`src/rtl/pow_int_seq.sv`:
```
// pow_int_seq: computes base^int(expo) by left-to-right square-and-multiply on a shared fp32 multiplier.
// Optional multiplier watchdog is compiled in with POW_MUL_TIMEOUT_EN.
//
// state | meaning
// ------+-----------------------------------------------------------
// IDLE  | waiting for start; result/frac_out/err hold last outcome
// SPLIT | waiting SPLIT_LAT cycles for the external int/frac splitter
// LOAD  | sample splitter, acc = base, index = msb(int) - 1
// SQR   | acc = acc * acc via multiplier handshake
// MUL   | acc = acc * base via multiplier handshake
// DONE  | one-cycle done pulse, result/frac_out/err valid
module pow_int_seq #(
    parameter int SPLIT_LAT = 1,
    parameter int INT_W     = 7
) (
    input  logic        clk,
    input  logic        rst_n,
    input  logic        start,
    input  logic [31:0] base,
    input  logic [31:0] expo,
    output logic [31:0] split_ip,
    input  logic [31:0] split_int,
    input  logic [31:0] split_frac,
    output logic        mul_req,
    output logic [31:0] mul_a,
    output logic [31:0] mul_b,
    input  logic        mul_ack,
    input  logic [31:0] mul_p,
    output logic        busy,
    output logic        done,
    output logic        err,
    output logic [31:0] result,
    output logic [31:0] frac_out
);

    localparam int IDX_W = (INT_W > 1) ? $clog2(INT_W) : 1;
    localparam int LAT_W = 16;
    localparam logic [LAT_W-1:0] LAT_LOAD = LAT_W'((SPLIT_LAT > 1) ? SPLIT_LAT - 1 : 0);

    typedef enum logic [2:0] {
        IDLE  = 3'd0,
        SPLIT = 3'd1,
        LOAD  = 3'd2,
        SQR   = 3'd3,
        MUL   = 3'd4,
        DONE  = 3'd5
    } state_t;

    state_t             state_q, state_d;
    logic [31:0]        base_q, base_d;
    logic [31:0]        expo_q, expo_d;
    logic [LAT_W-1:0]   lat_q, lat_d;
    logic [INT_W-1:0]   int_q, int_d;
    logic [IDX_W-1:0]   idx_q, idx_d;
    logic [31:0]        acc_q, acc_d;
    logic [31:0]        frac_q, frac_d;
    logic               req_q, req_d;
    logic [31:0]        a_q, a_d;
    logic [31:0]        b_q, b_d;
    logic               err_q, err_d;
    logic [31:0]        result_q, result_d;
    logic [31:0]        frac_out_q, frac_out_d;

`ifdef POW_MUL_TIMEOUT_EN
    // Loaded with 62 so the request stays up for exactly 63 unanswered cycles.
    localparam logic [5:0] WD_LOAD = 6'd62;
    logic [5:0]         wd_q, wd_d;
`endif

    logic               expo_bad;
    logic [IDX_W-1:0]   msb;
    logic               msb_vld;
    logic               finish;
    logic               finish_err;
    logic [31:0]        finish_val;
    logic               unused_split;

    assign unused_split = ^split_int[31:INT_W];

    assign expo_bad = expo[31] | (expo[30:23] < 8'd128) | (expo[30:23] > 8'd133);

    always_comb begin
        msb     = '0;
        msb_vld = 1'b0;
        for (int i = 0; i < INT_W; i++) begin
            if (split_int[i]) begin
                msb     = IDX_W'(i);
                msb_vld = 1'b1;
            end
        end
    end

    always_comb begin
        state_d    = state_q;
        base_d     = base_q;
        expo_d     = expo_q;
        lat_d      = lat_q;
        int_d      = int_q;
        idx_d      = idx_q;
        acc_d      = acc_q;
        frac_d     = frac_q;
        req_d      = req_q;
        a_d        = a_q;
        b_d        = b_q;
        err_d      = err_q;
        result_d   = result_q;
        frac_out_d = frac_out_q;
        finish     = 1'b0;
        finish_err = 1'b0;
        finish_val = '0;
`ifdef POW_MUL_TIMEOUT_EN
        wd_d       = wd_q;
`endif

        case (state_q)
            IDLE: begin
                if (start) begin
                    base_d     = base;
                    expo_d     = expo;
                    lat_d      = LAT_LOAD;
                    err_d      = 1'b0;
                    result_d   = '0;
                    frac_out_d = '0;
                    if (expo_bad) begin
                        finish     = 1'b1;
                        finish_err = 1'b1;
                    end else begin
                        state_d = SPLIT;
                    end
                end
            end

            SPLIT: begin
                if (lat_q == '0) begin
                    state_d = LOAD;
                end else begin
                    lat_d = lat_q - LAT_W'(1);
                end
            end

            LOAD: begin
                int_d  = split_int[INT_W-1:0];
                frac_d = split_frac;
                acc_d  = base_q;
                // A zero integer part has no defined power here; report it as an error.
                if (!msb_vld) begin
                    finish     = 1'b1;
                    finish_err = 1'b1;
                end else if (msb == '0) begin
                    finish     = 1'b1;
                    finish_val = base_q;
                end else begin
                    idx_d   = msb - IDX_W'(1);
                    state_d = SQR;
                end
            end

            SQR, MUL: begin
                if (!req_q) begin
                    req_d = 1'b1;
                    a_d   = acc_q;
                    b_d   = (state_q == SQR) ? acc_q : base_q;
`ifdef POW_MUL_TIMEOUT_EN
                    wd_d  = WD_LOAD;
`endif
                end else if (mul_ack) begin
                    req_d = 1'b0;
                    acc_d = mul_p;
                    if ((state_q == SQR) && int_q[idx_q]) begin
                        state_d = MUL;
                    end else if (idx_q == '0) begin
                        finish     = 1'b1;
                        finish_val = mul_p;
                    end else begin
                        idx_d   = idx_q - IDX_W'(1);
                        state_d = SQR;
                    end
                end
`ifdef POW_MUL_TIMEOUT_EN
                else if (wd_q == '0) begin
                    req_d      = 1'b0;
                    finish     = 1'b1;
                    finish_err = 1'b1;
                end else begin
                    wd_d = wd_q - 6'd1;
                end
`endif
            end

            DONE: begin
                state_d = IDLE;
            end

            default: begin
                state_d = IDLE;
            end
        endcase

        if (finish) begin
            state_d    = DONE;
            err_d      = finish_err;
            result_d   = finish_err ? 32'd0 : finish_val;
            frac_out_d = finish_err ? 32'd0 : frac_d;
        end
    end

    always_ff @(posedge clk or negedge rst_n) begin
        if (!rst_n) begin
            state_q    <= IDLE;
            base_q     <= '0;
            expo_q     <= '0;
            lat_q      <= '0;
            int_q      <= '0;
            idx_q      <= '0;
            acc_q      <= '0;
            frac_q     <= '0;
            req_q      <= 1'b0;
            a_q        <= '0;
            b_q        <= '0;
            err_q      <= 1'b0;
            result_q   <= '0;
            frac_out_q <= '0;
`ifdef POW_MUL_TIMEOUT_EN
            wd_q       <= '0;
`endif
        end else begin
            state_q    <= state_d;
            base_q     <= base_d;
            expo_q     <= expo_d;
            lat_q      <= lat_d;
            int_q      <= int_d;
            idx_q      <= idx_d;
            acc_q      <= acc_d;
            frac_q     <= frac_d;
            req_q      <= req_d;
            a_q        <= a_d;
            b_q        <= b_d;
            err_q      <= err_d;
            result_q   <= result_d;
            frac_out_q <= frac_out_d;
`ifdef POW_MUL_TIMEOUT_EN
            wd_q       <= wd_d;
`endif
        end
    end

    assign split_ip = expo_q;
    assign mul_req  = req_q;
    assign mul_a    = a_q;
    assign mul_b    = b_q;
    assign busy     = (state_q != IDLE);
    assign done     = (state_q == DONE);
    assign err      = err_q;
    assign result   = result_q;
    assign frac_out = frac_out_q;

endmodule

```
`config.mk`:
```
export PLATFORM = sky130hd
export DESIGN_NAME = pow_int_seq
export DESIGN_NICKNAME = d
export VERILOG_FILES = /design/src/rtl/pow_int_seq.sv
export SDC_FILE = /design/constraint.sdc
export NUM_CORES = 1
export LEC_CHECK = 0
export ABC_CLOCK_PERIOD_IN_PS = 3150
export CORE_MARGIN = 5
export CORE_UTILIZATION = 30
export DETAILED_ROUTE_END_ITERATION = 8
export HOLD_SLACK_MARGIN = 0.05
export PLACE_DENSITY = 0.64
export SETUP_SLACK_MARGIN = 0.05
export SLEW_MARGIN = 20
export SYNTH_ARGS = -nofsm -noshare
export SYNTH_HDL_FRONTEND = slang
export SYNTH_SLANG_ARGS = --single-unit
```
`constraint.sdc`:
```
create_clock -name clk -period 3.15 [get_ports clk]
set_clock_uncertainty 0.05 [all_clocks]
set_input_delay 0.7875 -clock clk [delete_from_list [all_inputs] [get_ports clk]]
set_output_delay 0.7875 -clock clk [all_outputs]
set_load 0.005 [all_outputs]
```
# Yosys cells after proc, flatten, opt, wreduce, memory -nomap -nowiden
# Cells that the tools add are included.
totals:
  register_bits: 287
  out_inout_bits: 164
op_classes:
  addsub: 3
  n_lt_le_gt_ge: 3
  eq_ne: 21
  mux: 70
  bitwise: 3
  n_reduce_logical: 18
op_table:
  columns: ["op", "count"]
  rows:
  - ["$mux W32", 16]
  - ["$pmux W32 S2", 2]
  - ["$mux W3", 21]
  - ["$mux W16", 2]
  - ["$pmux W16 S2", 1]
  - ["$mux W1", 23]
  - ["$ne A3 B3 Y1 const B", 7]
  - ["$logic_not A16 Y1", 1]
  - ["$ne A2 B2 Y1 const B", 8]
  - ["$sub A16 B1 Y16 const B", 1]
  - ["$pmux W3 S4", 1]
  - ["$logic_not A3 Y1", 3]
  - ["$gt A8 B8 Y1 const B", 1]
  - ["$lt A8 B8 Y1 const B", 1]
  - ["$reduce_and A8 Y1", 1]
  - ["$reduce_bool A2 Y1", 4]
  - ["$reduce_and A7 Y1", 1]
  - ["$eq A3 B2 Y1 const B", 2]
  - ["$eq A3 B3 Y1 const B", 2]
  - ["$pmux W3 S2", 1]
  - ["$reduce_and A2 Y1", 3]
  - ["$reduce_and A3 Y1", 2]
  - ["$sub A3 B1 Y3 const B", 2]
  - ["$lt A3 B4 Y1 const B", 1]
  - ["other kinds (10)", 11]

# Depth between registers and ports, before layout
logic_depth:
  depth_word: 12
  mapped_depth: 11

# Worst setup path before layout
# Ideal clock, no wire load.
synth_path:
  path_kind: "flip-flop to flip-flop"
  startpoint: "register state_q[1]"
  endpoint: "register idx_q[2]"
  arrival_time_ns: 2.393
  path_slack_ns: 0.639
  path_stages_with_launch: 11
  n_path_buf: 2
  synth_period_minus_slack_ns: 2.511
  cell_sequence: "dfrtp_1 -> buf_2 -> or3b_2 -> nand2_1 -> clkbuf_1 -> or3_1 -> o21ai_0 -> ha_1 -> or3_1 -> a21o_1 -> nand3_1"
synth_via:
  elab_chain_len: 4
  elab_cells_between_ends: 14
synth_rtl:
  columns: ["element", "line", "source"]
  rows:
  - ["start: declaration", "49", "state_t state_q, state_d;"]
  - ["start signal: assignment", "227", "state_q <= state_d;"]
  - ["$eq A3 B2 Y1 / $eq A3 B3 Y1 (equally long branches)", "115, 169", null]
  - ["$reduce_or A2 Y1 / $logic_and A1 B1 Y1 (equally long branches)", "115, 169", null]
  - ["$ne A2 B2 Y1 (no source line) / $reduce_bool A2 Y1 (equally long branches)", null, null]
  - ["$reduce_and A7 Y1 (no source line)", null, null]
  - ["end signal: assignment", "232", "idx_q <= idx_d;"]
  - ["end: declaration", "54", "logic [IDX_W-1:0] idx_q, idx_d;"]
# Parallel ways exist; a longest one is shown, timed or not.
# A chain may end at the register's enable or synchronous reset.

# Final worst setup path
layout_path:
  startpoint: "register state_q[0]"
  endpoint: "output port busy"
layout_via:
  elab_chain_len: 1
layout_rtl:
  columns: ["element", "line", "source"]
  rows:
  - ["$reduce_bool A3 Y1", "251", "assign busy = (state_q != IDLE);"]
  - ["end: declaration", "29", "output logic busy,"]
# Every way passes these cells.

==> flow_summary_export.csv <==
group,metric,value,unit
run_status,outcome,"completed",
critical_path,critical_path_class,"reg -> out",
drt,routed-via-count,8677,
yosys,netlist_area,11850,sq um
sta,fin_crit_sh,90.89,%
critical_path,arrival,2.03,ns
sta,worst_slew_pin_slew,0.7191,ns
global_route,busiest_layer,"met2",
drt,post_drt_wl_per_cell,18.57,um
place,numPortBuffers,302,
die,ioPinCount,328,
sta,min_period,2.863,ns
yosys,async_flop_share,100.0,%
sta,setup_tns,0,ns
yosys,ys_types,45,
power_and_ir_drop,p_leak,0.007179,uW
flow_run,drv_cap,0,
clock_tree,cts_root_buf,"clkbuf_16",
global_route,grt_max_degree,72,
yosys,ys_warn_count,0,
global_route,met1_usage,19.81,%
finish,final_cell_mix,"clkdlybuf4s50_1, dfrtp_1, nand2_1",
die,core_area,38830,sq um
drt,drtIter0Drc,355,
global_route,antenna_found_initial,3,
critical_path,critPathMaxFanout,11,
clock_tree,htreeDepth,2,
sta,relSlewSlack,52.06,%
clock_tree,post_cts_buffers,0,
drt,wl,33880,um
place,post-dp-hpwl,22610,um
yosys,ys_ff_latch,287,
global_route,grt_pass1_vias,9140,
place,placed_cell_area,15610,sq um
sta,max_freq,349.3,MHz
clock_tree,cts.sinks,287,
clock_tree,cts_tree,"done",
critical_path,end_kind,"output pin",
finish,final_common_cell,"clkdlybuf4s50_1",
power_and_ir_drop,power_per_cell_area,1076,nW/um^2
die,die_y,208.7,um
clock_tree,worstSkewPairLatency,0.52,ns
finish,multi_input_area,4414,sq um
power_and_ir_drop,totalPowerFinal,18000,uW
global_route,use_met3,5.279,%
critical_path,startpoint_type,"register",
sta,rsz0062_at_grt,"false",
drt,drc,0,
place,gp_routability_congestion,0.7928,
sta,hold_violations,0,
yosys,yosysTopAreaCell,"dfrtp_1",
global_route,use_met2,23.85,%
sta,setup_viol,0,
yosys,synthFlopType,"dfrtp_1",
yosys,yosysSeqAreaShare,60.63,%
finish,finalNonFillerCells,1825,
finish,syn2layout_area_growth,41.30,%
yosys,avgSynthCellArea,12.05,sq um
finish,fill_cells,3656,
drt,first_pass_iters,5,
drt,vias_per_cell,4.755,
finish,final_area,16740,sq um
global_route,grt_overflow,0,
place,place_inst,1762,
sta,drv_slew,0,
clock_tree,clk_path_buf_depth,3,
drt,ant_nets,0,
power_and_ir_drop,ir_drop,0.0005034,V
die,die_area,43560,sq um
yosys,synth_nets,1149,
finish,drive_gt1_share,17.99,%
yosys,synth-edff-count,0,
hold_path,hp-class,"in -> async",
critical_path,worstPathRequired,2.31,ns
yosys,netlist_instances,983,
clock_tree,cts_hold_buf,0,
global_route,grt_usage,15.19,%
finish,register_area,7182,sq um
global_route,grt_pass1_wl,53130,um
die,start_util,30.51,%
yosys,synth_top_cells_by_area,"dfrtp_1, mux2_2, nand2_1",
clock_tree,clkTransAtPathRegs,0.06,ns
die,rows,72,
clock_tree,cts_buffers,34,
die,die_w,208.7,um
finish,nNetsFinal,1446,
yosys,yosysTopAreaCellShare,60.63,%
clock_tree,cts_resized,0,
[cell families (layout without fill, tap and decap cells)]
logic type	after synthesis	count (layout)	synth area share, %
flops	287	287	60.63
simple gates	285	285	10.73
mux	173	173	16.07
compound gates	155	155	8.926
buf+inv	68	391	2.472
xor+xnor	13	13	0.9612
fa+ha+maj	2	2	0.2112
other cells	0	1	0
[where the power goes]
part	internal [uW]	switching (uW)
clock network	2350	1560
registers	5530	1200
logic	4140	3210
total	12000	5980
[flip-flops by register name (all words and copies together) (netlist names)]
| signal | count |
|---|---|
| acc_q | 32 |
| base_q | 32 |
| err | 1 |
| frac_out | 32 |
| frac_q | 32 |
| idx_q | 3 |
| int_q | 7 |
| lat_q | 16 |
| mul_a | 32 |
| mul_b | 32 |
| mul_req | 1 |
| result | 32 |
| split_ip | 32 |
| state_q | 3 |
[through the flow]
stage	utilization (%)	hold slack [ns]	setup slack (ns)
5_1_grt	43.11	0.1303	0.1938
3_5_place_dp	40.20	0.4054	0.2088
6_report	43.11	0.1322	0.2870
3_3_place_gp	40.20	0.4007	0.2123
2_1_floorplan	-	0.4128	0.6389
4_1_cts	43.10	0.1046	0.2162
[per-layer routing]
metal / wire length [um] / up-vias
li1: - / 4063
met1: 14540 / 4266
met2: 15670 / 287
met3: 2921 / 57
met4: 739 / 4
met5: 14 / -
[cell type report]
type / instances / share of cell area, %
antenna: 1 / 0.01495
timing repair buffer: 325 / 20.02
multi-input combinational: 628 / 26.37
clock buffer: 50 / 6.122
sequential: 287 / 42.91
inverter: 4 / 0.08971
tap: 518 / 3.872
clock inverter: 12 / 0.5980
[Yosys cell counts (all sizes together), types with 3 or more instances]
library cell	instances
o21ai	9
nand3b	4
dfrtp	287
nor3	15
a22oi	32
nor2	86
buf	36
xor2	3
or3	7
a31oi	34
a22o	32
xnor2	10
nand3	4
inv	4
nor3b	5
nand2	142
nor4	7
mux2i	36
mux2	137
clkbuf	28
a21oi	40
[final timing paths]
| kind | from | endpoint | slack [ns] | depth (start not counted) |
|---|---|---|---|---|
| min in group clk | result[13] | result[13] | 0.42 | 2 |
| max reg2reg | state_q[0] | acc_q[6] | 0.74 | 8 |
| min | rst_n | frac_out[10] | 0.13 | 1 |
| max | state_q[0] | busy | 0.29 | 2 |
| min reg2reg | result[13] | result[13] | 0.42 | 2 |
| max in group asynchronous | rst_n | mul_a[17] | 2.16 | 2 |
[critical path, cell delays in order (launching register included)]
cell and delay (ns):
dfrtp_1 0.52, or3_1 0.46, clkdlybuf4s50_1 0.52
Power figures use the tool's default switching activity.
